## src/rtl/fft_sample_loader.sv

```systemverilog
// fft_sample_loader
//   Input stage of the eight-point FFT datapath. Complex samples arrive one
//   per cycle on a valid/ready stream. They are assembled into 8-sample frames
//   in two ping-pong banks: one bank fills while the other is presented, in
//   parallel, to the downstream butterfly stage.
//
//   Build option:
//     FFT_BITREV_EN  When defined, sample k is stored in slot bitrev3(k), so
//                    the frame reaches the butterflies already in
//                    decimation-in-time order. When undefined, samples are
//                    stored in natural order and a reorder stage is needed
//                    downstream.
//
//   Ports:
//     clk          clock; all state changes on the rising edge
//     rst          synchronous, active-high reset
//     in_valid     in_data holds a sample
//     in_data      input sample: real part in [15:8], imaginary part in [7:0]
//     in_ready     loader can accept a sample this cycle
//     frame_valid  frame_data holds a complete frame
//     frame_ready  downstream accepts the frame this cycle
//     frame_data   complete frame; slot i is at [i*W +: W]
//     frame_cnt    frames handed over since reset; wraps from 255 to 0
module fft_sample_loader #(
    parameter int W       = 16,
    parameter int PTS     = 8,
    parameter int LOG2PTS = 3
) (
    input  logic             clk,
    input  logic             rst,
    input  logic             in_valid,
    input  logic [W-1:0]     in_data,
    output logic             in_ready,
    output logic             frame_valid,
    input  logic             frame_ready,
    output logic [PTS*W-1:0] frame_data,
    output logic [7:0]       frame_cnt
);

    // Two banks of PTS samples each, indexed [bank][slot].
    logic [1:0][PTS-1:0][W-1:0] bank_q, bank_d;
    logic [1:0]                 full_q, full_d;
    logic                       wr_bank_q, wr_bank_d;
    logic [LOG2PTS-1:0]         wr_idx_q, wr_idx_d;
    logic                       rd_bank_q, rd_bank_d;
    logic [7:0]                 frame_cnt_q, frame_cnt_d;

    logic in_accept;
    logic frame_accept;

    // Maps the arrival index of a sample to its storage slot.
    function automatic logic [LOG2PTS-1:0] slot(input logic [LOG2PTS-1:0] k);
        logic [LOG2PTS-1:0] r;
`ifdef FFT_BITREV_EN
        for (int i = 0; i < LOG2PTS; i++) begin
            r[i] = k[LOG2PTS-1-i];
        end
`else
        r = k;
`endif
        return r;
    endfunction

    // Every output comes from registers only. in_ready does not depend on
    // frame_ready, so a bank freed at this edge becomes writable next cycle.
    assign in_ready     = ~full_q[wr_bank_q];
    assign frame_valid  = full_q[rd_bank_q];
    assign frame_data   = bank_q[rd_bank_q];
    assign frame_cnt    = frame_cnt_q;

    assign in_accept    = in_valid & in_ready;
    assign frame_accept = frame_valid & frame_ready;

    always_comb begin
        // NOTE: every _d first takes its _q value, so no path through this block leaves a signal unassigned and no latch is inferred.
        bank_d      = bank_q;
        full_d      = full_q;
        wr_bank_d   = wr_bank_q;
        wr_idx_d    = wr_idx_q;
        rd_bank_d   = rd_bank_q;
        frame_cnt_d = frame_cnt_q;

        // A frame accept and a write always target different banks: a write
        // needs its bank empty and an accept needs its bank full. Both can
        // therefore take effect on the same edge.
        if (frame_accept) begin
            full_d[rd_bank_q] = 1'b0;
            rd_bank_d         = ~rd_bank_q;
            frame_cnt_d       = frame_cnt_q + 8'd1;
        end

        if (in_accept) begin
            bank_d[wr_bank_q][slot(wr_idx_q)] = in_data;
            wr_idx_d = wr_idx_q + 1'b1;   // wraps to 0 after the last slot
            if (wr_idx_q == LOG2PTS'(PTS - 1)) begin
                full_d[wr_bank_q] = 1'b1;
                wr_bank_d         = ~wr_bank_q;
            end
        end
    end

    always_ff @(posedge clk) begin
        if (rst) begin
            // NOTE: the sample storage is reset too. frame_data then reads 0 after reset, and a discarded partial frame leaves nothing behind.
            bank_q      <= '0;
            full_q      <= '0;
            wr_bank_q   <= 1'b0;
            wr_idx_q    <= '0;
            rd_bank_q   <= 1'b0;
            frame_cnt_q <= '0;
        end else begin
            // NOTE: non-blocking assignments make every flop update from its pre-edge value, whatever the order of the statements.
            bank_q      <= bank_d;
            full_q      <= full_d;
            wr_bank_q   <= wr_bank_d;
            wr_idx_q    <= wr_idx_d;
            rd_bank_q   <= rd_bank_d;
            frame_cnt_q <= frame_cnt_d;
        end
    end

endmodule

```

## config.mk

```make
export PLATFORM = sky130hd
export DESIGN_NAME = fft_sample_loader
export DESIGN_NICKNAME = d
export VERILOG_FILES = /design/src/rtl/fft_sample_loader.sv
export SDC_FILE = /design/constraint.sdc
export NUM_CORES = 1
export LEC_CHECK = 0
export CAP_MARGIN = 0
export CORE_AREA = 2 2 192 194
export CTS_BUF_LIST = sky130_fd_sc_hd__clkbuf_4
export DETAILED_ROUTE_END_ITERATION = 10
export DIE_AREA = 0 0 194 196
export PLACE_DENSITY = 0.59
export SKIP_CTS_REPAIR_TIMING = 1
export SLEW_MARGIN = 20
export SYNTH_ARGS = -nofsm -noshare
export SYNTH_HDL_FRONTEND = slang
export SYNTH_SLANG_ARGS = --single-unit
```

## constraint.sdc

```tcl
create_clock -name clk -period 1.6 [get_ports clk]
set_input_delay 0.32 -clock clk [delete_from_list [all_inputs] [get_ports clk]]
set_output_delay 0.32 -clock clk [all_outputs]
set_load 0.1 [all_outputs]
```

==> results.py <==
metrics = {
    "detailed_routing": {
        "via_per_inst": 5.65,
        "route.detailed.drc": 0,
        "final_routed_wirelength_across_all_metal_layers_um": 43100,
        "routed-via-count": 11900,
        "firstDrtPassIters": 7,
        "drt_iter0_markers": 1348,
        "post_drt_antenna_nets": 0,
        "wl_per_cell_um": 20.4,
    },
    "place": {
        "numPortBuffers": 157,
        "postPlaceCellArea_um2": 16100,
        "placed_cell_count": 1952,
        "place.gp.congestion": 0.772,
        "hpwlAfterDp_um": 23700,
    },
    "critical_path": {
        "cpPeakStageDelay_ns": 0.40,
        "critical-path-slowest-cell": "dfxtp_4",
        "setup.worst_path.end": "frame_data[121]",
        "critical_path_buf_inv_count": 3,
        "critical_path.top_delay_family": "buffers and inverters",
        "worst_r2r_startpoint": "rd_bank_q$_SDFFE_PP0N_",
        "critical_path_class": "register to primary output",
        "critical_path.cell_chain": "buf_12, buf_8, mux2_2, buf_12",
        "end_kind": "primary output",
        "cp_num_cells": 4,
        "timing.reg2reg.worst_path_depth": 6,
        "critical-path-top-cell-by-count": "buf_12",
        "worst_r2r_endpoint": "frame_cnt[4]$_SDFFE_PP0N_",
        "critical_path_data_arrival_time_ns": 1.94,
        "startpoint_type": "register",
        "r2r_setup_slack_ns": -0.14,
        "crit_start": "rd_bank_q$_SDFFE_PP0N_",
        "path_max_fanout": 8,
        "worst-endpoint-required_ns": 1.28,
    },
    "grt": {
        "grt_use_met3": 0.0361,
        "grt_pass1_wl_um": 62900,
        "grt_remaining_overflow": 0,
        "largest_net_degree_at_the_start_of_global_routing": 67,
        "gr-usage-met1": 0.282,
        "met2_usage": 0.322,
        "grt_antenna_before_repair": 1,
        "track_usage": 0.205,
        "top_usage_layer": "met2",
        "via_count_of_the_first_global_routing_pass": 11100,
    },
    "cts": {
        "cts_made_buffers": 75,
        "cts.htree.levels": 3,
        "clk_latency_ns": 0.68,
        "tritoncts": "done",
        "clockBufferDepth": 3,
        "total_number_of_clock_tree_sinks": 271,
        "clockRootBuffer": "clkbuf_4",
        "cts.reportedPaths.clkPinSlew_ns": 0.06,
    },
    "cells_and_area": {
        "nets": 1614,
        "share_of_layout_cells_above_drive_strength_1": 0.347,
        "fin_area_um2": 18200,
        "final-instance-count-excl-fill": 2111,
        "flow.area_growth_from_synthesis_pct": 50.9,
    },
    "sta": {
        "final_max_slew_viol_count": 0,
        "rel_slew_slack": 0.740,
        "setup_ws_ns": -0.662,
        "finClkSkew_ns": 0.0473,
        "final.setup.tns_ns": -81.73,
        "report.final.hold_viol_count": 0,
        "grt_setup_unrepaired": "yes",
        "period_share": 1.41,
        "period_minus_slack_ns": 2.26,
        "tightestPinTransition_ns": 0.384,
        "max_clock_freq_mhz": 442,
        "total_setup_violations_reported_at_the_end_of_the_flow": 135,
    },
    "min_path": {
        "hold_path.startpoint": "rst",
        "hold_path.class": "primary input to register",
    },
    "die": {
        "ios": 158,
        "dieArea_um2": 38000,
        "design.core.area_um2": 36100,
        "core.rowCount": 70,
        "dieHeight_um": 196,
        "initial_core_util": 0.334,
        "chipWidth_um": 194,
    },
    "status": {
        "status": "finished, violations left",
        "violations_in_the_final_reports": "setup timing",
    },
    "yosys": {
        "synthSimpleGateAreaFrac": 0.128,
        "synth_adder_area_share": 0.00311,
        "synth_top_area_share": 0.450,
        "yosysSeqAreaShare": 0.450,
        "ys_top_cells_by_area": "dfxtp_1, mux2_2, a21oi_1",
        "mappedNetlistArea_um2": 12100,
        "synthesis.nets": 1458,
        "synthXorXnorAreaFrac": 0,
        "post_synth_num_cell_types": 33,
        "ys_seq_elements": 271,
        "async_flop_share": 0,
        "synth_compound_gate_area_share": 0.224,
        "ys_dominant_reg_cell": "dfxtp_1",
        "postSynthAreaPerCell_um2": 8.40,
        "synth.area.mux_share": 0.122,
        "main_combinational_cell_family_by_area_after_synthesis": "compound AO/OA/AOI/OAI gates",
        "yosysWarningCount": 0,
        "synth_common_cells": "dfxtp_1, a21oi_1, nand3_1",
        "synth_edf_count": 0,
        "yosysTopAreaCell": "dfxtp_1",
        "synthesis.instances": 1435,
        "most_repeated_cell_in_the_gate_level_netlist_after_synthesis": "dfxtp_1",
    },
    "power": {
        "seq_power_share": 0.459,
        "switching_power_of_the_nets_mw": 4.16,
        "power_density_nw_per_um2": 818,
        "power_frac_comb": 0.127,
        "clock_power_share": 0.414,
        "internal-power_mw": 10.7,
        "vdd.ir_drop.worst_v": 0.000421,
        "p_total_mw": 14.9,
        "total_leakage_power_nw": 6.31,
        "power_switching_share": 0.280,
    },
    "flow_run": {
        "drv.max_cap_violation_count": 0,
    },
}
layout make-up:
class | instances | area [µm²]
fill | 3216 | 17900
multi-input combinational | 967 | 6420
sequential | 271 | 5460
timing repair buffer | 271 | 4780
clock buffer | 116 | 871
tap | 468 | 586
clock inverter | 12 | 45.0
inverter | 5 | 26.3
antenna | 1 | 2.50
state kept, by name (all words and copies together) (netlist names):
register / cells
wr_idx_q: 3
bank_q: 256
frame_cnt: 8
wr_bank_q: 1
rd_bank_q: 1
full_q: 2
cell usage in the layout, fill, tap and decap left out, drive strengths merged:
cell type / Yosys / routed
dfxtp: 271 / 271
a21oi: 269 / 269
o21ai: 264 / 264
nand3: 261 / 261
buf: 72 / 242
mux2: 130 / 130
clkbuf: 120 / 127
clkdlybuf4s50: 0 / 18
clkinv: 0 / 10
inv: 5 / 5
nand2: 4 / 4
or3: 4 / 4
o31ai: 4 / 4
or4: 4 / 4
ha: 3 / 3
nor2b: 3 / 3
clkinvlp: 0 / 2
nand2b: 2 / 2
and4bb: 2 / 2
nand4bb: 2 / 2
nor3: 2 / 2
nor4b: 2 / 2
nor2: 2 / 2
diode: 0 / 1
mux2i: 1 / 1
or4b: 1 / 1
and2: 1 / 1
or2: 1 / 1
and4b: 1 / 1
nand4b: 1 / 1
nand4: 1 / 1
a31oi: 1 / 1
and3: 1 / 1
worst register-to-register path, cell delays in order, from the launching register on:
cell and delay [ns]:
dfxtp_4 0.38, buf_4 0.15, mux2i_4 0.21, buf_4 0.15, buf_6 0.12, or4_4 0.51, a21oi_2 0.14
logic make-up after synthesis:
group | after synthesis
buffers and inverters | 197
DFF | 271
and+or+nand+nor | 295
adders and majority gates | 3
muxes | 131
AOI/OAI and AO/OA | 538
worst min path at each step:
| stage | end | slack [ns] | depth (start not counted) |
|---|---|---|---|
| 3_3_place_gp | bank_q[239]$_SDFFE_PP0P_ | 0.46 | 2 |
| 5_1_grt | bank_q[146]$_SDFFE_PP0P_ | 0.03 | 2 |
| 2_1_floorplan | bank_q[175]$_SDFFE_PP0P_ | 0.45 | 2 |
| 6_report | bank_q[1]$_SDFFE_PP0P_ | 0.06 | 2 |
| 4_1_cts | bank_q[1]$_SDFFE_PP0P_ | 0.03 | 2 |
| 3_5_place_dp | bank_q[151]$_SDFFE_PP0P_ | 0.46 | 2 |
power by group through the flow:
| stage | Combinational [mW] | Clock [mW] | Sequential (mW) |
|---|---|---|---|
| after global placement | 1.77 | 0 | 6.98 |
| final | 1.90 | 6.16 | 6.82 |
| after global routing | 1.96 | 6.69 | 6.82 |
| after floorplan | 1.02 | 0 | 6.97 |
| after CTS | 1.79 | 6.28 | 6.83 |
| after detailed placement | 1.79 | 0 | 6.98 |
per-stage QoR:
| step | worst slack [ns] | utilization | hold WS, ns |
|---|---|---|---|
| finish | -0.662 | 0.504 | 0.0590 |
| global route | -0.734 | 0.504 | 0.0301 |
| CTS | -0.784 | 0.472 | 0.0270 |
| detailed placement | -0.519 | 0.447 | 0.463 |
| global placement | -0.486 | 0.447 | 0.456 |
| floorplan | -0.155 | - | 0.450 |
metal layers:
metal	vias up	part of all wire	routed length (µm)
met5	-	0	0
met4	0	0.032	1370
met3	89	0.071	3060
met2	550	0.47	20400
met1	5781	0.42	18300
li1	5512	-	-
(Power assumes the default switching activity.)
==> edit 1 (config.mk and constraints unchanged) <==
The option `FFT_BITREV_EN` is turned on by a define.
--- a/src/rtl/fft_sample_loader.sv
+++ b/src/rtl/fft_sample_loader.sv
@@ -21,6 +21,8 @@
 //     frame_ready  downstream accepts the frame this cycle
 //     frame_data   complete frame; slot i is at [i*W +: W]
 //     frame_cnt    frames handed over since reset; wraps from 255 to 0
+`define FFT_BITREV_EN
+
 module fft_sample_loader #(
     parameter int W       = 16,
     parameter int PTS     = 8,
Behaviour: not the same (a bounded check fails within 4 cycles, from zero or initial values and one cycle with rst high).
==> edit 1 against the unedited design <==
The flow still finishes with violations (setup timing). Cell area up 0.98%. Sequential cell count unchanged. Worst setup slack worse by 0.051 ns. Global-route usage down 0.18 points. Synthesized area down 0.20%. Routed wire length up 1.3%. Power up 4.1%. Largest power group unchanged. Highest routed layer is now met5.
==> edit 1: results (changes against the unedited design) <==
Status: finished with violations (unchanged)
DR WL met2: 20.11 mm (was 20.36 mm)
Min setup slack post-route: -0.7132 ns (was -0.6621 ns)
Layout Skew: 0.06152 ns (was 0.04729 ns)
Violated checks: setup timing (unchanged)
Clk_lat worst skew: 0.70 ns (was 0.68 ns)
Top cells by area, synth: dfxtp_1 (45%), mux2_2 (12%), a21oi_1 (11%) (unchanged)
Syn avg cell area: 8.405 um2 (was 8.398 um2)
GR Util met2: 0.3149 (was 0.3220)
First drt pass iteration count: 5 (was 7)
Final nets: 1642 (was 1614)
# setup viols final: 133 (was 135)
Dpl hpwl: 23.29 mm (was 23.68 mm)
DR top layer: met5 (was met4)
Via count: 11.63k (was 11.93k)
Placer congestion estimate: 0.7445 (was 0.7720)
Vias in the first global route: 10.98k (was 11.10k)
Synth top cells by count: dfxtp_1 (271), a21oi_1 (269), nand3_1 (200) (was dfxtp_1 (271), a21oi_1 (269), nand3_1 (261))
Post-synthesis adder-cell area fraction: 0.007282 (was 0.003115)
Largest net degree at the start of global routing: 79 (was 67)
Complex-gate fraction of the synthesized area: 0.1983 (was 0.2244)
Routed met3 length: 3.128 mm (was 3.056 mm)
Initial antenna violation count: 2 (was 1)
Int Power: 11.20 mW (was 10.72 mW)
Peak supply drop: 0.0004251 V (was 0.0004210 V)
Layout cells sized above 1: 0.3532 (was 0.3471)
Global-route wire length before repair: 61.66 mm (was 62.93 mm)
[edit 1: cells by family (layout without fill, tap and decap cells)]
logic type	after synthesis	after routing
AO/OA/AOI/OAI	473	473
AND/OR/NAND/NOR	364	365
flip-flops	271	271
buffers and inverters	184	414
multiplexers	132	132
adder cells (fa/ha/maj)	7	7
other	0	1
[edit 1: final cells by class]
| class | instances | area, um2 |
|---|---|---|
| inverters | 7 | 33.78 |
| flip-flops and latches | 271 | 5474 |
| fillers | 3210 | 17720 |
| clock inverters | 11 | 120.1 |
| well taps | 468 | 585.6 |
| diodes | 1 | 2.502 |
| repair buffers | 283 | 4870 |
| clock buffers | 113 | 848.3 |
| multi-input cells | 977 | 6429 |
[edit 1: final timing paths]
kind / startpoint / endpoint / slack (ns) / cells past startpoint
setup / recovery: rd_bank_q / frame_data[63] / -0.71 / 5
hold / removal: in_valid / wr_idx_q[1] / 0.40 / 4
setup reg to reg: rd_bank_q / frame_cnt[6] / -0.09 / 6
hold reg to reg: bank_q[233] / bank_q[233] / 0.45 / 2
[edit 1: worst max-delay path, stage by stage, from the launching register on]
cell	delay, ns
dfxtp_4	0.38
buf_12	0.12
buf_12	0.13
buf_12	0.16
mux2_4	0.34
buf_12	0.17
[edit 1: power groups by stage]
stage	Combinational [mW]	Clock, mW	Sequential [mW]
finish	2.10	6.53	6.85
global placement	1.92	0	7.00
global route	2.17	7.03	6.85
floorplan	1.13	0	6.99
detailed placement	1.92	0	7.00
CTS	1.93	6.67	6.85
[edit 1: metrics by stage]
stage | instance area [um2] | hold slack (ns)
2_1_floorplan | 12450 | 0.4312
3_3_place_gp | 16360 | 0.4392
3_5_place_dp | 16360 | 0.4485
4_1_cts | 17330 | -0.09511
5_1_grt | 18360 | 0.3851
6_report | 18360 | 0.4014
==> edit 2 (config.mk and constraints unchanged) <==
Without the edit above. Register the output `frame_cnt` once more, without a reset; this adds one clock of latency there. The other outputs are not delayed to match.
--- a/src/rtl/fft_sample_loader.sv
+++ b/src/rtl/fft_sample_loader.sv
@@ -66,7 +66,9 @@
     assign in_ready     = ~full_q[wr_bank_q];
     assign frame_valid  = full_q[rd_bank_q];
     assign frame_data   = bank_q[rd_bank_q];
-    assign frame_cnt    = frame_cnt_q;
+    always_ff @(posedge clk) begin
+        frame_cnt <= frame_cnt_q;
+    end
 
     assign in_accept    = in_valid & in_ready;
     assign frame_accept = frame_valid & frame_ready;
Formal check against the unedited RTL: no difference found for any inputs over 4 cycles, from zero or initial values and one cycle with rst high; that may be too few to reach the edited logic, so the function may still have changed.
==> edit 2 against the unedited design <==
The run still ends with setup timing left. Sequential cell count increased by 8. Cell area decreased by 1.6%. Non-clock buffer count shrank 13. Count of clock-buffer cells in the layout decreased by 1. Synthesized area increased by 1.3%. Clock skew up 0.0034 ns. Routed wire length fell by 2.8%. Worst setup slack lost 0.052 ns. Power up 4.5%. Critical path type unchanged. Largest power group unchanged.
==> edit 2: results (changes against the unedited design) <==
Status: finished with violations (unchanged)
Violated checks: setup timing (unchanged)
# setup viols final: 135 (unchanged)
Synth top cells by count: dfxtp_1 (279), a21oi_1 (269), nand3_1 (261) (was dfxtp_1 (271), a21oi_1 (269), nand3_1 (261))
Repair and plain buffers: 258 (was 271)
Largest net degree at the start of global routing: 65 (was 67)
Layout cells sized above 1: 0.3187 (was 0.3471)
Min setup slack post-route: -0.7137 ns (was -0.6621 ns)
Clock buffer cells: 115 (was 116)
Clock network share of area: 0.05606 (was 0.05037)
Mux share of post-synthesis cell area: 0.1207 (was 0.1223)
GR Util met2: 0.3378 (was 0.3220)
Yosys cell types: 32 (was 33)
Inserted Clock Buffers: 77 (was 75)
Grt met3 use: 0.03644 (was 0.03610)
Vias in the first global route: 11.22k (was 11.10k)
Ys Warns: 0 (unchanged)
Layout Skew: 0.05073 ns (was 0.04729 ns)
Post-synthesis adder-cell area fraction: 0.003074 (was 0.003115)
Syn avg cell area: 8.461 um2 (was 8.398 um2)
Dpl hpwl: 23.91 mm (was 23.68 mm)
Multi-input gate area: 0.006152 mm2 (was 0.006419 mm2)
Global-route wire length before repair: 63.32 mm (was 62.93 mm)
WP data arrival: 1.99 ns (was 1.94 ns)
Fraction of area in registers: 0.3127 (was 0.3001)
Complex-gate fraction of the synthesized area: 0.2215 (was 0.2244)
Initial DRC count: 1065 (was 1348)
GRT met1 Usage: 0.2773 (was 0.2824)
Max incr delay on CP: 0.43 ns (was 0.40 ns)
Peak supply drop: 0.0005516 V (was 0.0004210 V)
N_diodes: 3 (was 1)
First drt pass iteration count: 5 (was 7)
Via density: 5.542 (was 5.652)
Area post-placement: 0.01638 mm2 (was 0.01613 mm2)
Final wirelength: 41.88 mm (was 43.08 mm)
Yosys reg bits: 279 (was 271)
Filler cell count: 3334 (was 3216)
Post-route insts no fill: 2109 (was 2111)
Cell Count Post-Placement: 1958 (was 1952)
Post-synthesis sequential area ratio: 0.4575 (was 0.4502)
Placer congestion estimate: 0.7523 (was 0.7720)
Total track usage: 0.2073 (was 0.2049)
CP delay by family, top: buffers and inverters (unchanged)
Synth Net Count: 1466 (was 1458)
Leakage Power: 6.232 nW (was 6.311 nW)
NonClk Buf Share: 0.2530 (was 0.2628)
Top cells by area, synth: dfxtp_1 (46%), mux2_2 (12%), a21oi_1 (11%) (was dfxtp_1 (45%), mux2_2 (12%), a21oi_1 (11%))
Final nets: 1611 (was 1614)
Post-Synth XOR/XNOR Area: 0 (unchanged)
Worst slew pin tran: 0.3417 ns (was 0.3843 ns)
Initial antenna violation count: 2 (was 1)
Clk_lat worst skew: 0.71 ns (was 0.68 ns)
[edit 2: power breakdown]
| group | total, mW | internal [mW] | leakage, nW | switching (mW) |
|---|---|---|---|---|
| combinational | 1.83 | 0.612 | 3.39 | 1.21 |
| sequential | 7.03 | 7.00 | 2.25 | 0.0296 |
| clock | 6.69 | 3.74 | 0.591 | 2.95 |
| total | 15.5 | 11.4 | 6.23 | 4.20 |
[edit 2: kinds of logic after synthesis]
family                   Yosys count
adder cells (fa/ha/maj)            3
AO/OA/AOI/OAI                    538
buffers and inverters            197
flip-flops                       279
multiplexers                     131
AND/OR/NAND/NOR                  295
[edit 2: metal layers]
metal  vias up  share of wire
li1       5492              -
met1      5701           0.43
met2       441           0.49
met3        54          0.061
met4         0          0.021
met5         -              0
[edit 2: metrics by stage]
stage	TNS, ns	worst slack, ns	util	hold slack, ns
floorplan	-8.698	-0.09189	-	0.3445
global placement	-77.41	-0.5226	0.4540	0.3545
detailed placement	-83.17	-0.5357	0.4540	0.3562
CTS	-101.35	-0.8257	0.4818	0.01274
global route	-99.50	-0.8113	0.4960	0.02400
finish	-85.89	-0.7137	0.4960	0.07648
[edit 2: final timing paths]
| kind | startpoint | to | slack, ns | cells past startpoint |
|---|---|---|---|---|
| worst max-delay path | rd_bank_q | frame_data[58] | -0.71 | 4 |
| worst min-delay path | rst | wr_bank_q | 0.08 | 2 |
| worst max register to register | rd_bank_q | frame_cnt_q[4] | -0.21 | 6 |
| worst min register to register | frame_cnt_q[7] | frame_cnt[7] | 0.36 | 0 |
